==> config.mk <==
export PLATFORM = sky130hd
export DESIGN_NAME = counter
export DESIGN_NICKNAME = d
export VERILOG_FILES = /design/src/rtl/counter.sv
export SDC_FILE = /design/constraint.sdc
export NUM_CORES = 1
export LEC_CHECK = 0
export ABC_AREA = 1
export BUFFER_PORTS_ARGS = -buffer_cell sky130_fd_sc_hd__buf_2
export CORE_AREA = 2 2 39 41
export CTS_CLUSTER_SIZE = 14
export DETAILED_ROUTE_END_ITERATION = 8
export DIE_AREA = 0 0 41 43
export PLACE_DENSITY = 0.66
export SETUP_SLACK_MARGIN = 0.15
export SLEW_MARGIN = 20
export SYNTH_ARGS = -nofsm -noshare
export SYNTH_HDL_FRONTEND = slang
export SYNTH_SLANG_ARGS = --single-unit
==> constraint.sdc <==
create_clock -name clk_i -period 2.24 [get_ports clk_i]
set_clock_uncertainty 0.05 [all_clocks]
set_input_delay 0.448 -clock clk_i [delete_from_list [all_inputs] [get_ports clk_i]]
set_output_delay 0.448 -clock clk_i [all_outputs]
set_load 0.05 [all_outputs]
==> src/rtl/counter.sv <==
//------------------------------------------------------------------------------
// Module      : counter
// Description : Modulo-(MAX_VAL+1) up/down counter for the scoreboard datapath.
//               Steps on every rising clk_i edge; mod_i selects the direction
//               (0 = up, 1 = down). Synchronous, active-low reset.
//               Optional macro COUNTER_BCD_OUT_EN adds registered tens/ones
//               BCD digits that are kept in lockstep with the binary count.
// Revision    : 1.0 - initial release
//------------------------------------------------------------------------------
`default_nettype none

module counter #(
  parameter int BW      = 7,
  parameter int MAX_VAL = 99
) (
  input  logic          clk_i,
  input  logic          rst_i,
  input  logic          mod_i,
  output logic [BW-1:0] counter_val_o
`ifdef COUNTER_BCD_OUT_EN
  ,
  output logic [3:0]    bcd_tens_o,
  output logic [3:0]    bcd_ones_o
`endif
);

  localparam logic [BW-1:0] C_MAX  = BW'(MAX_VAL);
  localparam logic [BW-1:0] C_ZERO = '0;
  localparam logic [BW-1:0] C_ONE  = BW'(1);

  logic [BW-1:0] r_val;
  logic [BW-1:0] w_val_next;

  // Next binary value: wrap at both limits; any out-of-range value recovers to 0.
  always_comb begin
    w_val_next = C_ZERO;
    if (r_val > C_MAX) begin
      w_val_next = C_ZERO;
    end else if (!mod_i) begin
      w_val_next = (r_val == C_MAX) ? C_ZERO : (r_val + C_ONE);
    end else begin
      w_val_next = (r_val == C_ZERO) ? C_MAX : (r_val - C_ONE);
    end
  end

  // Binary state register; reset wins over counting.
  always_ff @(posedge clk_i) begin
    if (!rst_i) begin
      r_val <= C_ZERO;
    end else begin
      r_val <= w_val_next;
    end
  end

  assign counter_val_o = r_val;

`ifdef COUNTER_BCD_OUT_EN
  // Digits of the upper limit, used when the down count wraps from 0.
  localparam logic [3:0] C_MAX_TENS = 4'(MAX_VAL / 10);
  localparam logic [3:0] C_MAX_ONES = 4'(MAX_VAL % 10);

  logic [3:0] r_tens;
  logic [3:0] r_ones;
  logic [3:0] w_tens_next;
  logic [3:0] w_ones_next;

  // Next BCD digit pair: ones wraps 9<->0 with carry/borrow into tens; the pair
  // follows the binary register's limit decisions so both stay consistent.
  always_comb begin
    w_tens_next = 4'd0;
    w_ones_next = 4'd0;
    if (r_val > C_MAX) begin
      w_tens_next = 4'd0;
      w_ones_next = 4'd0;
    end else if (!mod_i) begin
      if (r_val == C_MAX) begin
        w_tens_next = 4'd0;
        w_ones_next = 4'd0;
      end else if (r_ones == 4'd9) begin
        w_tens_next = r_tens + 4'd1;
        w_ones_next = 4'd0;
      end else begin
        w_tens_next = r_tens;
        w_ones_next = r_ones + 4'd1;
      end
    end else begin
      if (r_val == C_ZERO) begin
        w_tens_next = C_MAX_TENS;
        w_ones_next = C_MAX_ONES;
      end else if (r_ones == 4'd0) begin
        w_tens_next = r_tens - 4'd1;
        w_ones_next = 4'd9;
      end else begin
        w_tens_next = r_tens;
        w_ones_next = r_ones - 4'd1;
      end
    end
  end

  // BCD digit registers, cleared under the same reset as the binary count.
  always_ff @(posedge clk_i) begin
    if (!rst_i) begin
      r_tens <= 4'd0;
      r_ones <= 4'd0;
    end else begin
      r_tens <= w_tens_next;
      r_ones <= w_ones_next;
    end
  end

  assign bcd_tens_o = r_tens;
  assign bcd_ones_o = r_ones;
`endif

endmodule

`default_nettype wire

==> results.py <==
metrics = {
    "run_status": {
        "outcome": "finished, final reports clean",
    },
    "sta": {
        "fmax_mhz": 578,
        "setup_slack_ps": 509,
        "setup-tns-final_ps": 0,
        "setup_viol_count_final": 0,
        "max_slew_margin": 0.679,
        "report.final.slew_viol_count": 0,
        "finalHoldViolCount": 0,
        "tightest_slew_ps": 482,
        "fin_crit_ps": 1730,
        "rsz0062_at_grt": "no",
        "fin_crit_sh": 0.773,
    },
    "synth": {
        "ys_seq_area_frac": 0.241,
        "synth_top_area_cell": "dfxtp_1",
        "synthDistinctLibCells": 20,
        "synth-xor-area-share": 0.0602,
        "synthAdderAreaFrac": 0.0645,
        "synth_top_family_by_area": "simple AND/OR/NAND/NOR gates",
        "ys_ff_latch": 7,
        "synth_area_um2": 582,
        "synthCells": 90,
        "synth-simple-area-share": 0.404,
        "ys.flop_type": "dfxtp_1",
        "synth-compound-area-share": 0.114,
        "avgSynthCellArea_um2": 6.46,
        "synth_fp_nets": 96,
        "synth_async_sr_flop_share": 0,
        "synth_top_area_share": 0.241,
        "synth-edff-count": 0,
        "synth_mux_area_frac": 0,
        "synth_area_leaders": "dfxtp_1, nand2_1, nand3_1",
        "ys_warn_count": 0,
    },
    "drt": {
        "vias_per_cell": 5.47,
        "ant_nets": 0,
        "drc": 0,
        "initialDrtViolationCount": 25,
        "vias": 635,
        "drt_first_pass_iters": 4,
        "totalWireLength_mm": 1.36,
        "wire_per_inst_um": 11.7,
    },
    "global_route": {
        "grt.overflow.total": 0,
        "track_usage": 0.196,
        "grt_first_pass_wirelength_mm": 2.26,
        "antenna_found_initial": 0,
        "grt_max_degree": 12,
        "first_global_vias": 547,
    },
    "placement": {
        "gp_congestion": 0.839,
        "post-place-ws_ps": 765,
        "port_buffers": 9,
        "dpl_cell_area_um2": 617,
        "dpl.hpwl_mm": 1.00,
    },
    "floorplanning": {
        "die_area_mm2": 0.00176,
        "chipWidth_um": 41,
        "coreArea_mm2": 0.00138,
        "start_util": 0.420,
        "fp-row-count": 14,
        "io_pins": 10,
        "die_y_um": 43,
    },
    "power_and_ir_drop": {
        "peakVddDrop_v": 0.000564,
        "power_density_mw_per_mm2": 1200,
        "seqPwrFrac": 0.299,
        "combPwrFrac": 0.551,
        "pwr-share-clk": 0.150,
        "p_switching_mw": 0.417,
        "p_leak_nw": 0.316,
        "swShare": 0.541,
        "p_int_mw": 0.354,
    },
    "critical_path": {
        "ff2ff_setup_slack_ps": 740,
        "r2r-start": "counter_val_o[0]",
        "worstPathCellList": "buf_2",
        "critPathSlowestCell": "dfxtp_1",
        "endpoint_kind": "output pin",
        "critPathBufInv": 1,
        "critPathMaxFanout": 11,
        "path_class": "reg2out",
        "critPathArrivalTime_ps": 1230,
        "crit_family": "flip-flops",
        "r2r_end": "counter_val_o[5]",
        "cp-startpoint": "counter_val_o[2]",
        "worst-r2r-cell-count": 8,
        "required_ps": 1740,
        "cp.depth": 1,
        "crit_path_end": "counter_val_o[2]",
        "slowest_delay_ps": 620,
        "crit_path_start_kind": "flip-flop",
    },
    "clocking": {
        "cts.path.max_buffers": 2,
        "clk_pin_slew_ps": 60,
        "htreeDepth": 1,
        "cts_tree": "yes",
        "cts_buffers": 3,
        "cts_hold_buf": 0,
        "post-cts-setup-buffer-count": 0,
        "cts_root_buf": "clkbuf_4",
        "cts.repair.resized": 0,
        "cts_sinks": 7,
        "clock_latency_ps": 260,
    },
    "cells_and_area": {
        "final_layout_size_suffix_gt1_frac": 0.180,
        "multi_input_area_um2": 374,
        "n_antenna_cell": 0,
        "fillers": 157,
        "stdcell_area_um2": 644,
        "seqCellArea_um2": 140,
        "nets": 107,
        "areaGrowthSynthToFinish_pct": 10.8,
        "largest_reg_flops": 7,
    },
    "worst_hold_path": {
        "hp-class": "in2reg",
    },
    "flow_run": {
        "drv_cap": 0,
    },
}
[how the worst min path moves through the flow]
stage	slack (ps)	endpoint	from	depth (start not counted)
floorplan	580	counter_val_o[1]	rst_i	2
global placement	580	counter_val_o[6]	counter_val_o[6]	4
detailed placement	580	counter_val_o[6]	counter_val_o[6]	4
global route	460	counter_val_o[1]	rst_i	3
finish	450	counter_val_o[1]	rst_i	3
CTS	450	counter_val_o[1]	rst_i	3
[power groups by stage]
| stage | Sequential, mW | Clock [mW] | Combinational, mW |
|---|---|---|---|
| 4_1_cts | 0.228 | 0.120 | 0.426 |
| 3_3_place_gp | 0.230 | 0 | 0.422 |
| 3_5_place_dp | 0.230 | 0 | 0.423 |
| 5_1_grt | 0.237 | 0.133 | 0.473 |
| 6_report | 0.230 | 0.116 | 0.425 |
| 2_1_floorplan | 0.309 | 0 | 0.270 |
[per-stage QoR]
stage | total power [mW] | utilization | instances | hold slack, ps
2_1_floorplan | 0.579 | - | 90 | 578
3_3_place_gp | 0.652 | 0.446 | 112 | 581
3_5_place_dp | 0.653 | 0.446 | 112 | 584
4_1_cts | 0.773 | 0.466 | 116 | 448
5_1_grt | 0.842 | 0.466 | 116 | 457
6_report | 0.771 | 0.466 | 116 | 452
[final cells by class]
| cell class | count | share of cell area |
|---|---|---|
| clock buffers | 3 | 0.0350 |
| well taps | 16 | 0.0311 |
| flip-flops and latches | 7 | 0.217 |
| clock inverters | 1 | 0.00777 |
| multi-input cells | 70 | 0.581 |
| repair buffers | 9 | 0.0699 |
| inverters | 10 | 0.0583 |
[routing by layer]
layer  vias to the layer above  GRT usage  wire length (um)
met1                       275      0.235               572
li1                        317          -                 -
met2                        37      0.288               625
met4                         0     0.0800                34
met5                         -          0                 0
met3                         6     0.0942               125
[worst min-delay path, stage by stage]
cell and delay [ps]:
buf_2 90, nand2_2 100, nor2_1 90
[placed cells by master (no fill, tap or decap), drive strengths merged]
cell,synthesis,layout
buf,3,9
clkinv,0,1
a21oi,6,6
ha,3,3
nand2,25,25
xnor2,1,1
a31oi,1,1
nor3,2,2
nand3,12,12
o21ai,2,2
clkbuf,0,3
o211ai,2,2
nor2,9,9
nand4,4,4
dfxtp,7,7
inv,10,10
xor2,3,3
[synthesized netlist by cell type, types with 2 or more instances]
cell,instances
a21oi_1,6
buf_6,2
dfxtp_1,7
ha_1,3
inv_1,10
nand2_1,23
nand2_2,2
nand3_1,12
nand4_1,4
nor2_1,8
o21ai_0,2
xor2_1,3
[kinds of logic after synthesis]
group                    count (synthesis)
flip-flops                               7
AO/OA/AOI/OAI                           11
buffers and inverters                   13
XOR/XNOR                                 4
adder cells (fa/ha/maj)                  3
AND/OR/NAND/NOR                         52
No activity file was read; power rests on OpenSTA's default activity.
